## src/rtl/rhs_stim_pkg.sv

```systemverilog
// Shared types and helpers for the RHS biphasic stimulation sequencer.
// ST_RECOV exists only when RHS_STIM_CHRG_RECOV_EN is defined.
package rhs_stim_pkg;

  localparam int TICK_50US_56MHZ = 2800;
  localparam int MAX_CH          = 64;
  localparam int MAX_CH_W        = 6;

  typedef enum logic [2:0] {
    ST_IDLE,
    ST_PH1,
    ST_GAP,
    ST_PH2,
    ST_IPD,
    ST_DONE
`ifdef RHS_STIM_CHRG_RECOV_EN
    , ST_RECOV
`endif
  } state_e;

  // One-hot mask for channel idx; bits at or above 2**ch_w are always clear.
  function automatic logic [MAX_CH-1:0] ch_onehot(input logic [MAX_CH_W-1:0] idx,
                                                  input int                  ch_w);
    logic [MAX_CH-1:0] mask;
    mask = '0;
    for (int i = 0; i < MAX_CH; i++) begin
      mask[i] = (i < (1 << ch_w)) && (i == int'(idx));
    end
    return mask;
  endfunction

endpackage

```

## src/rtl/rhs_stim_tick_gen.sv

```systemverilog
// TICK_DIV-cycle prescaler plus a TMR_W tick down-counter for the stim sequencer.
// clear restarts the prescaler and reloads the counter, so each state gets whole ticks.
module rhs_stim_tick_gen
  import rhs_stim_pkg::*;
#(
  parameter int TICK_DIV = TICK_50US_56MHZ,
  parameter int TMR_W    = 16
) (
  input  logic             clk,
  input  logic             rst_n,
  input  logic             clear,
  input  logic [TMR_W-1:0] load_val,
  output logic             tick,
  output logic             tc
);

  localparam int PRE_W = (TICK_DIV > 1) ? $clog2(TICK_DIV) : 1;

  logic [PRE_W-1:0] presc_q, presc_d;
  logic [TMR_W-1:0] cnt_q, cnt_d;

  assign tick = (presc_q == PRE_W'(TICK_DIV - 1));
  assign tc   = (cnt_q == TMR_W'(1));

  always_comb begin
    // NOTE: every variable gets its default first so no path can infer a latch.
    presc_d = presc_q + PRE_W'(1);
    cnt_d   = cnt_q;
    if (clear) begin
      presc_d = '0;
      cnt_d   = load_val;
    end else if (tick) begin
      presc_d = '0;
      if (cnt_q != '0) cnt_d = cnt_q - TMR_W'(1);
    end
  end

  // NOTE: state flops use non-blocking assignments so all of them update together.
  always_ff @(posedge clk or negedge rst_n) begin
    if (!rst_n) begin
      presc_q <= '0;
      cnt_q   <= '0;
    end else begin
      presc_q <= presc_d;
      cnt_q   <= cnt_d;
    end
  end

endmodule

```

## src/rtl/rhs_stim_sequencer.sv

```systemverilog
// Biphasic pulse-train sequencer driving per-channel stim-enable/polarity masks.
// Optional charge-recovery phase after PH2 is enabled by RHS_STIM_CHRG_RECOV_EN.
module rhs_stim_sequencer
  import rhs_stim_pkg::*;
#(
  parameter  int NUM_CH   = 32,
  parameter  int TICK_DIV = TICK_50US_56MHZ,
  parameter  int TMR_W    = 16,
  parameter  int CNT_W    = 8,
  localparam int CH_W     = $clog2(NUM_CH)
) (
  input  logic              rhs_aclk,
  input  logic              rhs_aresetn,
  input  logic              cfg_enable,
  input  logic              cfg_trigger,
  input  logic              cfg_monopolar,
  input  logic [CH_W-1:0]   cfg_pos_ch,
  input  logic [CH_W-1:0]   cfg_neg_ch,
  input  logic [TMR_W-1:0]  cfg_pw,
  input  logic [TMR_W-1:0]  cfg_gap,
  input  logic [TMR_W-1:0]  cfg_ipd,
  input  logic [CNT_W-1:0]  cfg_npulse,
`ifdef RHS_STIM_CHRG_RECOV_EN
  input  logic [TMR_W-1:0]  cfg_recov,
  output logic [NUM_CH-1:0] chrg_recov,
`endif
  output logic [NUM_CH-1:0] stim_en,
  output logic [NUM_CH-1:0] stim_pol,
  output logic              busy,
  output logic              done,
  output logic              cfg_err,
  output logic [CNT_W-1:0]  pulse_idx
);

  typedef struct packed {
    logic              mono;
    logic [CH_W-1:0]   pos;
    logic [CH_W-1:0]   neg;
    logic [TMR_W-1:0]  pw;
    logic [TMR_W-1:0]  gap;
    logic [TMR_W-1:0]  ipd;
`ifdef RHS_STIM_CHRG_RECOV_EN
    logic [TMR_W-1:0]  recov;
`endif
    logic [CNT_W-1:0]  npulse;
  } cfg_t;

  state_e            state_q, state_d;
  cfg_t              cfg_q, cfg_d;
  logic [CNT_W-1:0]  idx_q, idx_d;
  logic [NUM_CH-1:0] en_q, en_d, pol_q, pol_d;
  logic              busy_q, busy_d, done_q, done_d, err_q, err_d;
  logic [NUM_CH-1:0] pos_m, neg_m, act_m;
  logic [TMR_W-1:0]  load_val;
  logic              tmr_clear, tick, tc, timer_done;
`ifdef RHS_STIM_CHRG_RECOV_EN
  logic [NUM_CH-1:0] recov_q, recov_d;
`endif

  rhs_stim_tick_gen #(.TICK_DIV(TICK_DIV), .TMR_W(TMR_W)) u_tick_gen (
    .clk      (rhs_aclk),
    .rst_n    (rhs_aresetn),
    .clear    (tmr_clear),
    .load_val (load_val),
    .tick     (tick),
    .tc       (tc)
  );

  assign timer_done = tick & tc;

  always_comb begin
    state_d = state_q;
    cfg_d   = cfg_q;
    idx_d   = idx_q;
    err_d   = 1'b0;
    if (!cfg_enable) begin
      state_d = ST_IDLE;
    end else begin
      case (state_q)
        ST_IDLE: if (cfg_trigger) begin
          if (!cfg_monopolar && (cfg_pos_ch == cfg_neg_ch)) begin
            err_d = 1'b1;
          end else begin
            // Zero widths/delays are clamped once here so every phase sees >= 1 tick.
            cfg_d.mono   = cfg_monopolar;
            cfg_d.pos    = cfg_pos_ch;
            cfg_d.neg    = cfg_neg_ch;
            cfg_d.pw     = (cfg_pw == '0) ? TMR_W'(1) : cfg_pw;
            cfg_d.gap    = cfg_gap;
            cfg_d.ipd    = (cfg_ipd == '0) ? TMR_W'(1) : cfg_ipd;
`ifdef RHS_STIM_CHRG_RECOV_EN
            cfg_d.recov  = cfg_recov;
`endif
            cfg_d.npulse = cfg_npulse;
            idx_d        = '0;
            state_d      = ST_PH1;
          end
        end
        ST_PH1: if (timer_done) state_d = (cfg_q.gap != '0) ? ST_GAP : ST_PH2;
        ST_GAP: if (timer_done) state_d = ST_PH2;
        ST_PH2: if (timer_done) begin
`ifdef RHS_STIM_CHRG_RECOV_EN
          state_d = (cfg_q.recov != '0) ? ST_RECOV : ST_IPD;
`else
          state_d = ST_IPD;
`endif
        end
`ifdef RHS_STIM_CHRG_RECOV_EN
        ST_RECOV: if (timer_done) state_d = ST_IPD;
`endif
        ST_IPD: if (timer_done) begin
          if (idx_q == cfg_q.npulse) begin
            state_d = ST_DONE;
          end else begin
            idx_d   = idx_q + CNT_W'(1);
            state_d = ST_PH1;
          end
        end
        ST_DONE: state_d = ST_IDLE;
        default: state_d = ST_IDLE;
      endcase
    end

    tmr_clear = (state_d != state_q);
    case (state_d)
      ST_PH1, ST_PH2: load_val = cfg_d.pw;
      ST_GAP:         load_val = cfg_d.gap;
      ST_IPD:         load_val = cfg_d.ipd;
`ifdef RHS_STIM_CHRG_RECOV_EN
      ST_RECOV:       load_val = cfg_d.recov;
`endif
      default:        load_val = '0;
    endcase

    // Outputs are decoded from the next state so they register alongside it.
    pos_m = NUM_CH'(ch_onehot(MAX_CH_W'(cfg_d.pos), CH_W));
    neg_m = cfg_d.mono ? '0 : NUM_CH'(ch_onehot(MAX_CH_W'(cfg_d.neg), CH_W));
    act_m = pos_m | neg_m;
    en_d  = '0;
    pol_d = '0;
`ifdef RHS_STIM_CHRG_RECOV_EN
    recov_d = '0;
    if (state_d == ST_RECOV) recov_d = act_m;
`endif
    if (state_d == ST_PH1) begin
      en_d  = act_m;
      pol_d = neg_m;
    end else if (state_d == ST_PH2) begin
      en_d  = act_m;
      pol_d = pos_m;
    end
    busy_d = (state_d != ST_IDLE);
    done_d = cfg_enable && (state_q == ST_DONE);
  end

  always_ff @(posedge rhs_aclk or negedge rhs_aresetn) begin
    if (!rhs_aresetn) begin
      state_q <= ST_IDLE;
      cfg_q   <= '0;
      idx_q   <= '0;
      en_q    <= '0;
      pol_q   <= '0;
      busy_q  <= 1'b0;
      done_q  <= 1'b0;
      err_q   <= 1'b0;
`ifdef RHS_STIM_CHRG_RECOV_EN
      recov_q <= '0;
`endif
    end else begin
      state_q <= state_d;
      cfg_q   <= cfg_d;
      idx_q   <= idx_d;
      en_q    <= en_d;
      pol_q   <= pol_d;
      busy_q  <= busy_d;
      done_q  <= done_d;
      err_q   <= err_d;
`ifdef RHS_STIM_CHRG_RECOV_EN
      recov_q <= recov_d;
`endif
    end
  end

  assign stim_en   = en_q;
  assign stim_pol  = pol_q;
  assign busy      = busy_q;
  assign done      = done_q;
  assign cfg_err   = err_q;
  assign pulse_idx = idx_q;
`ifdef RHS_STIM_CHRG_RECOV_EN
  assign chrg_recov = recov_q;
`endif

endmodule

```

## config.mk

```make
export PLATFORM = sky130hd
export DESIGN_NAME = rhs_stim_sequencer
export DESIGN_NICKNAME = d
export VERILOG_FILES = /design/src/rtl/rhs_stim_pkg.sv /design/src/rtl/rhs_stim_tick_gen.sv /design/src/rtl/rhs_stim_sequencer.sv
export SDC_FILE = /design/constraint.sdc
export NUM_CORES = 1
export LEC_CHECK = 0
export ABC_CLOCK_PERIOD_IN_PS = 7900
export CAP_MARGIN = 20
export CORE_ASPECT_RATIO = 1.5
export CORE_MARGIN = 2
export CORE_UTILIZATION = 58
export CTS_CLUSTER_SIZE = 25
export DETAILED_ROUTE_END_ITERATION = 8
export HOLD_SLACK_MARGIN = 0.1
export PLACE_DENSITY = 0.86
export SLEW_MARGIN = 20
export SYNTH_ARGS = -nofsm -noshare
export SYNTH_HDL_FRONTEND = slang
export SYNTH_HIERARCHICAL = 1
export SYNTH_SLANG_ARGS = --single-unit
```

## constraint.sdc

```tcl
create_clock -name rhs_aclk -period 7.9 [get_ports rhs_aclk]
set_clock_uncertainty 0.15 [all_clocks]
set_input_delay 1.58 -clock rhs_aclk [delete_from_list [all_inputs] [get_ports rhs_aclk]]
set_output_delay 1.58 -clock rhs_aclk [all_outputs]
set_load 0.01 [all_outputs]
```

-- Yosys cells after proc, flatten, opt, wreduce, memory -nomap -nowiden
Cells that the tools add are included.
- flip-flop bits (word level): 173
- input port bits: 71
- word-level logic and storage cells: 156
- add/sub/neg operators: 3
- equality and inequality tests: 80
- mux-type cells: 36
- bitwise gates (word level): 3
- reduce and logical (&&, ||, !) cells: 18
- operator list (cell ; count):
    two-way mux 67 bit ; 4
    equality test 5 bit (first input constant) ; 32
    two-way mux 32 bit ; 5
    equality test 4 x 5 -> 1 bit (first input constant) ; 16
    two-way mux 16 bit ; 5
    case mux 16 bit (3 select lines) ; 1
    equality test 3 x 5 -> 1 bit (first input constant) ; 8
    logical NOT 16 bit ; 2
    two-way mux 8 bit ; 4
    OR 32 bit ; 1
    nonzero test 16 bit ; 2
    two-way mux 12 bit ; 2
    two-way mux 3 bit ; 8
    equality test 2 x 5 -> 1 bit (first input constant) ; 4
    equality test 16 x 1 -> 1 bit (second input constant) ; 1
    case mux 8 bit (2 select lines) ; 1
    subtractor 16 x 1 -> 16 bit (second input constant) ; 1
    case mux 3 bit (5 select lines) ; 1
    adder 12 x 1 -> 12 bit (second input constant) ; 1
    equality test 12 bit (second input constant) ; 1
    equality test 3 x 2 -> 1 bit (second input constant) ; 4
    equality test 1 x 5 -> 1 bit (first input constant) ; 2
    logical NOT 5 bit ; 2
    equality test 3 bit (second input constant) ; 3
    other kinds (18) ; 29

-- Logic depth before layout (Yosys ltp)
- depth in word-level cells: 11
- depth in mapped cells: 19

-- Modules after synthesis
Netlist, hierarchy kept.
- by module, submodules not included (module ; instances ; cells each ; area an instance (um2) ; sequential area each (um2)):
    rhs_stim_sequencer ; 1 ; 742 ; 7199.4 ; 3628.5
    rhs_stim_tick_gen ; 1 ; 181 ; 1609.0 ; 700.7

-- Least setup slack after synthesis
Ideal clock, no wire load.
- path kind: input-to-reg
- start: in cfg_pos_ch[4]
- end: reg u_tick_gen.cnt_q[4]
- setup time: 0.131 ns
- arrival: 4.140 ns
- slack: 3.478 ns
- stages on the path: 13
- path through: buf_2 -> xnor2_1 -> nand3_1 -> o31ai_4 -> buf_4 -> buf_4 -> and3_1 -> xor2_1 -> nand2_1 -> or3_1 -> buf_2 -> a32oi_1 -> o21ai_1
- elaborated cells between the ends (all ways): 21
- those cells by class: 6 x eq/ne; 10 x mux; 5 x reduce/logical
- RTL lines (item ; RTL line ; source):
    start: declaration ; rhs_stim_sequencer.sv:17 ; input logic [CH_W-1:0] cfg_pos_ch,
    equality test 5 bit (*) ; rhs_stim_sequencer.sv:81 ; if (!cfg_monopolar && (cfg_pos_ch == cfg_neg_ch)) begin
    logical AND 1 bit (*) ; rhs_stim_sequencer.sv:81 ;
    two-way mux 3 bit (*) ; rhs_stim_sequencer.sv:81 ;
    two-way mux 3 bit (*) ; rhs_stim_sequencer.sv:80 ; ST_IDLE: if (cfg_trigger) begin
    case mux 3 bit (5 select lines) (*) ; rhs_stim_sequencer.sv:79 ; case (state_q)
    two-way mux 3 bit (*) ; rhs_stim_sequencer.sv:76 ; if (!cfg_enable) begin
    != test 3 bit (*) ; rhs_stim_sequencer.sv:124 ; tmr_clear = (state_d != state_q);
    via tmr_clear ; rhs_stim_sequencer.sv:55 ; logic tmr_clear, tick, tc, timer_done;
    nonzero test 2 bit (no line) ; - ;
    AND reduction 2 bit (no line) ; - ;
    end signal: assignment ; rhs_stim_tick_gen.sv:45 ; cnt_q <= cnt_d;
    end: declaration ; rhs_stim_tick_gen.sv:20 ; logic [TMR_W-1:0] cnt_q, cnt_d;
The timed path passes the listed nets; every way through them passes the cells marked *.
A chain may end at the register's enable or synchronous reset.

-- Worst setup path in the final report
- start: in cfg_pos_ch[4]
- end: reg u_tick_gen.cnt_q[9]
Same word-level chain as after synthesis.

==> results.ini <==
[routing]
via_per_inst=6.141
vias=7688
finalWirelength_um=25550
ant_nets=0
drcViolationCount=0
wire_per_inst_um=20.41
drt-pass1-iter-count=5
drtIter0Drc=476

[sta]
rsz0062_at_grt=false
post-route-period-util_pct=69.71
fin_crit_ns=5.507
slew_viol_final=0
whs_ns=0.3116
finalHoldViolCount=0
setup_viol=0
fmax_mhz=181.6
worst_pin_slew_ns=0.8269
slew_headroom_pct=44.88
tns_ns=0

[global_route]
grt_util_all_layers_pct=32.40
overflow=0
grt_pass1_wl_um=40630
grt_pass1_vias=7640
grt_max_degree=89
grt_antenna_before_repair=0

[worst_setup_path]
r2r_cells=13
endpoint=u_tick_gen/cnt_q[9]
worstSetupStartpoint=cfg_pos_ch[4]
path_class=input pin to register
crit-reg2reg-launch=u_tick_gen/cnt_q[8]
rrSetupSlack_ns=2.50
required_ns=8.09
arrival_ns=5.70
regToRegEndpoint=u_tick_gen/cnt_q[9]
start_kind=input pin
crit_path_end_kind=register
crit_fanout=27

[synth]
synth_cells=923
yosysWarnings=6
synth_top_flop_cell=dfrtp_1
synthMostInstantiatedCell=dfrtp_1
synth_nets=998
synth_seq_cells=173
yosysTopAreaCellShare_pct=49.15
ys_seq_area_share_pct=49.15
avgSynthCellArea_um2=9.543
synth_cell_types=69
synthTopCellsByCount=dfrtp_1 (173), nand2_1 (164), nor2_1 (74)
synthArstFlopShare_pct=100.0
syn-cell-area_um2=8808
synth.area.top_cells=dfrtp_1 (49%), nand2_1 (7.0%), mux2_2 (6.9%)
synth-edff-count=0
synth_largest_area_cell=dfrtp_1

[job]
maxCapViolations=0

[floorplanning]
floorplan.initialDensity_pct=58.72
num_rows=55
ios=146
die_y_um=154.9
core-area_um2=15000
die_w_um=104.6
dieArea_um2=16210

[clock_network]
insertion_delay_ns=0.43
cts_root_buffer=clkbuf_16
cts-hold-fix-buffers=0
post_cts_buffers=0
cts_num_sinks=173
ctsHtreeMaxLevel=4
cts_resized=0
clk_pin_slew_worst_paths_ns=0.06
cts_tree=built
cts_buffer_depth=2
cts_buffers=17

[status]
status=completed

[finish]
num_antenna_cells=0
drive_gt1_share_pct=9.972
fin_nets=1116
synthToLayoutAreaGrowth_pct=24.20

[min_path]
min_from=u_tick_gen/presc_q[0]
min_path_type=register to register

[place]
gp_congestion=0.9693
dpl.hpwl_um=18680
numPortBuffers=145

[power]
p_leak_uw=0.004605
vdd_drop_max_v=0.0001346
powerDensity_nw_per_um2=233.3

## worst min-delay path by stage
stage / endpoint / slack (ns) / depth (start not counted)
after CTS: u_tick_gen/presc_q[0] / 0.31 / 1
final: u_tick_gen/presc_q[0] / 0.31 / 1
after floorplan: u_tick_gen/presc_q[0] / 0.27 / 1
after global placement: u_tick_gen/presc_q[0] / 0.30 / 1
after detailed placement: u_tick_gen/presc_q[0] / 0.30 / 1
after global routing: u_tick_gen/presc_q[0] / 0.32 / 1
## metal layers
metal,wire length [µm],vias up,GRT usage [%]
li1,-,3504,-
met1,8789,3731,34.47
met2,13780,351,58.95
met3,1216,102,4.902
met4,1760,0,21.90
met5,0,-,0
## cell usage in the layout, fill, tap and decap left out, types with 4 or more instances in the layout
master           synthesis  layout
and3_1                  15      15
o32a_1                   8       8
nand4_1                  7       7
nor4_1                  12      12
clkbuf_16                0      17
a31oi_1                  6       6
xnor2_1                 24      24
o22a_1                   4       4
inv_1                    9       9
xor2_1                   8       8
o22ai_1                 35      35
o21ai_1                  4       4
nor2_1                  74      74
nor3_1                  30      30
nand3b_1                 7       7
buf_4                    3       6
o21ai_0                 27      27
dfrtp_1                173     173
mux2i_1                 22      22
or3_1                   12      12
inv_6                    0       7
and2_1                   9       9
clkdlybuf4s50_1          0     144
mux2_2                  54      54
a32oi_1                  5       5
nand3_1                 51      51
ha_1                     4       4
nor2b_1                 11      11
nand2_1                164     164
bufinv_16                0       4
a21oi_1                 29      29
nand2b_1                17      17
## logic make-up after synthesis
group	after synthesis	share of synthesized area, %
simple gates	423	22.78
flops	173	49.15
compound gates	151	11.45
mux	76	9.403
buf+inv	64	3.466
xor+xnor	32	3.182
fa+ha+maj	4	0.5682
## report_power, final
group	total, µW	internal [µW]	switching [µW]	leakage [µW]
Clock	908	537	370	0.000305
Combinational	566	229	337	0.00204
Sequential	1080	998	81.2	0.00226
Total	2550	1760	788	0.00461
## per-stage QoR
| step | cell area (µm²) | power, µW | instances | setup slack (ns) | util (%) |
|---|---|---|---|---|---|
| CTS | 10940 | 2546 | 1252 | 2.464 | 72.90 |
| global placement | 10310 | 1628 | 1221 | 2.175 | 68.71 |
| floorplan | 8808 | 1445 | 923 | 3.478 | - |
| global route | 10940 | 2656 | 1252 | 1.909 | 72.93 |
| finish | 10940 | 2552 | 1252 | 2.393 | 72.93 |
| detailed placement | 10310 | 1643 | 1221 | 2.083 | 68.71 |
## state kept, by name (all words and copies together), names as in the netlist
name and flops:
pulse_idx 8, busy 1, u_tick_gen/presc_q 12, stim_en 32
u_tick_gen/cnt_q 16, stim_pol 32, state_q 3, cfg_q 67
done 1, cfg_err 1
## final cells by class
| class | instances | area, µm² |
|---|---|---|
| tap | 199 | 249.0 |
| clock inverter | 13 | 200.2 |
| fill | 1114 | 4061 |
| sequential | 173 | 4329 |
| timing repair buffer | 152 | 1509 |
| clock buffer | 18 | 429.2 |
| inverter | 11 | 42.54 |
| multi-input combinational | 686 | 4182 |
## worst max-delay path, cell delays in order
cell             delay, ns
clkdlybuf4s50_1       0.70
xnor2_1               0.20
nand3_1               0.27
o31ai_4               0.27
buf_4                 0.33
and3_1                0.26
xor2_1                0.16
nand2_1               0.43
inv_1                 0.65
nand2_1               0.41
and4_1                0.27
nor3_1                0.16
Note: power is estimated with default switching activity, not from simulation.
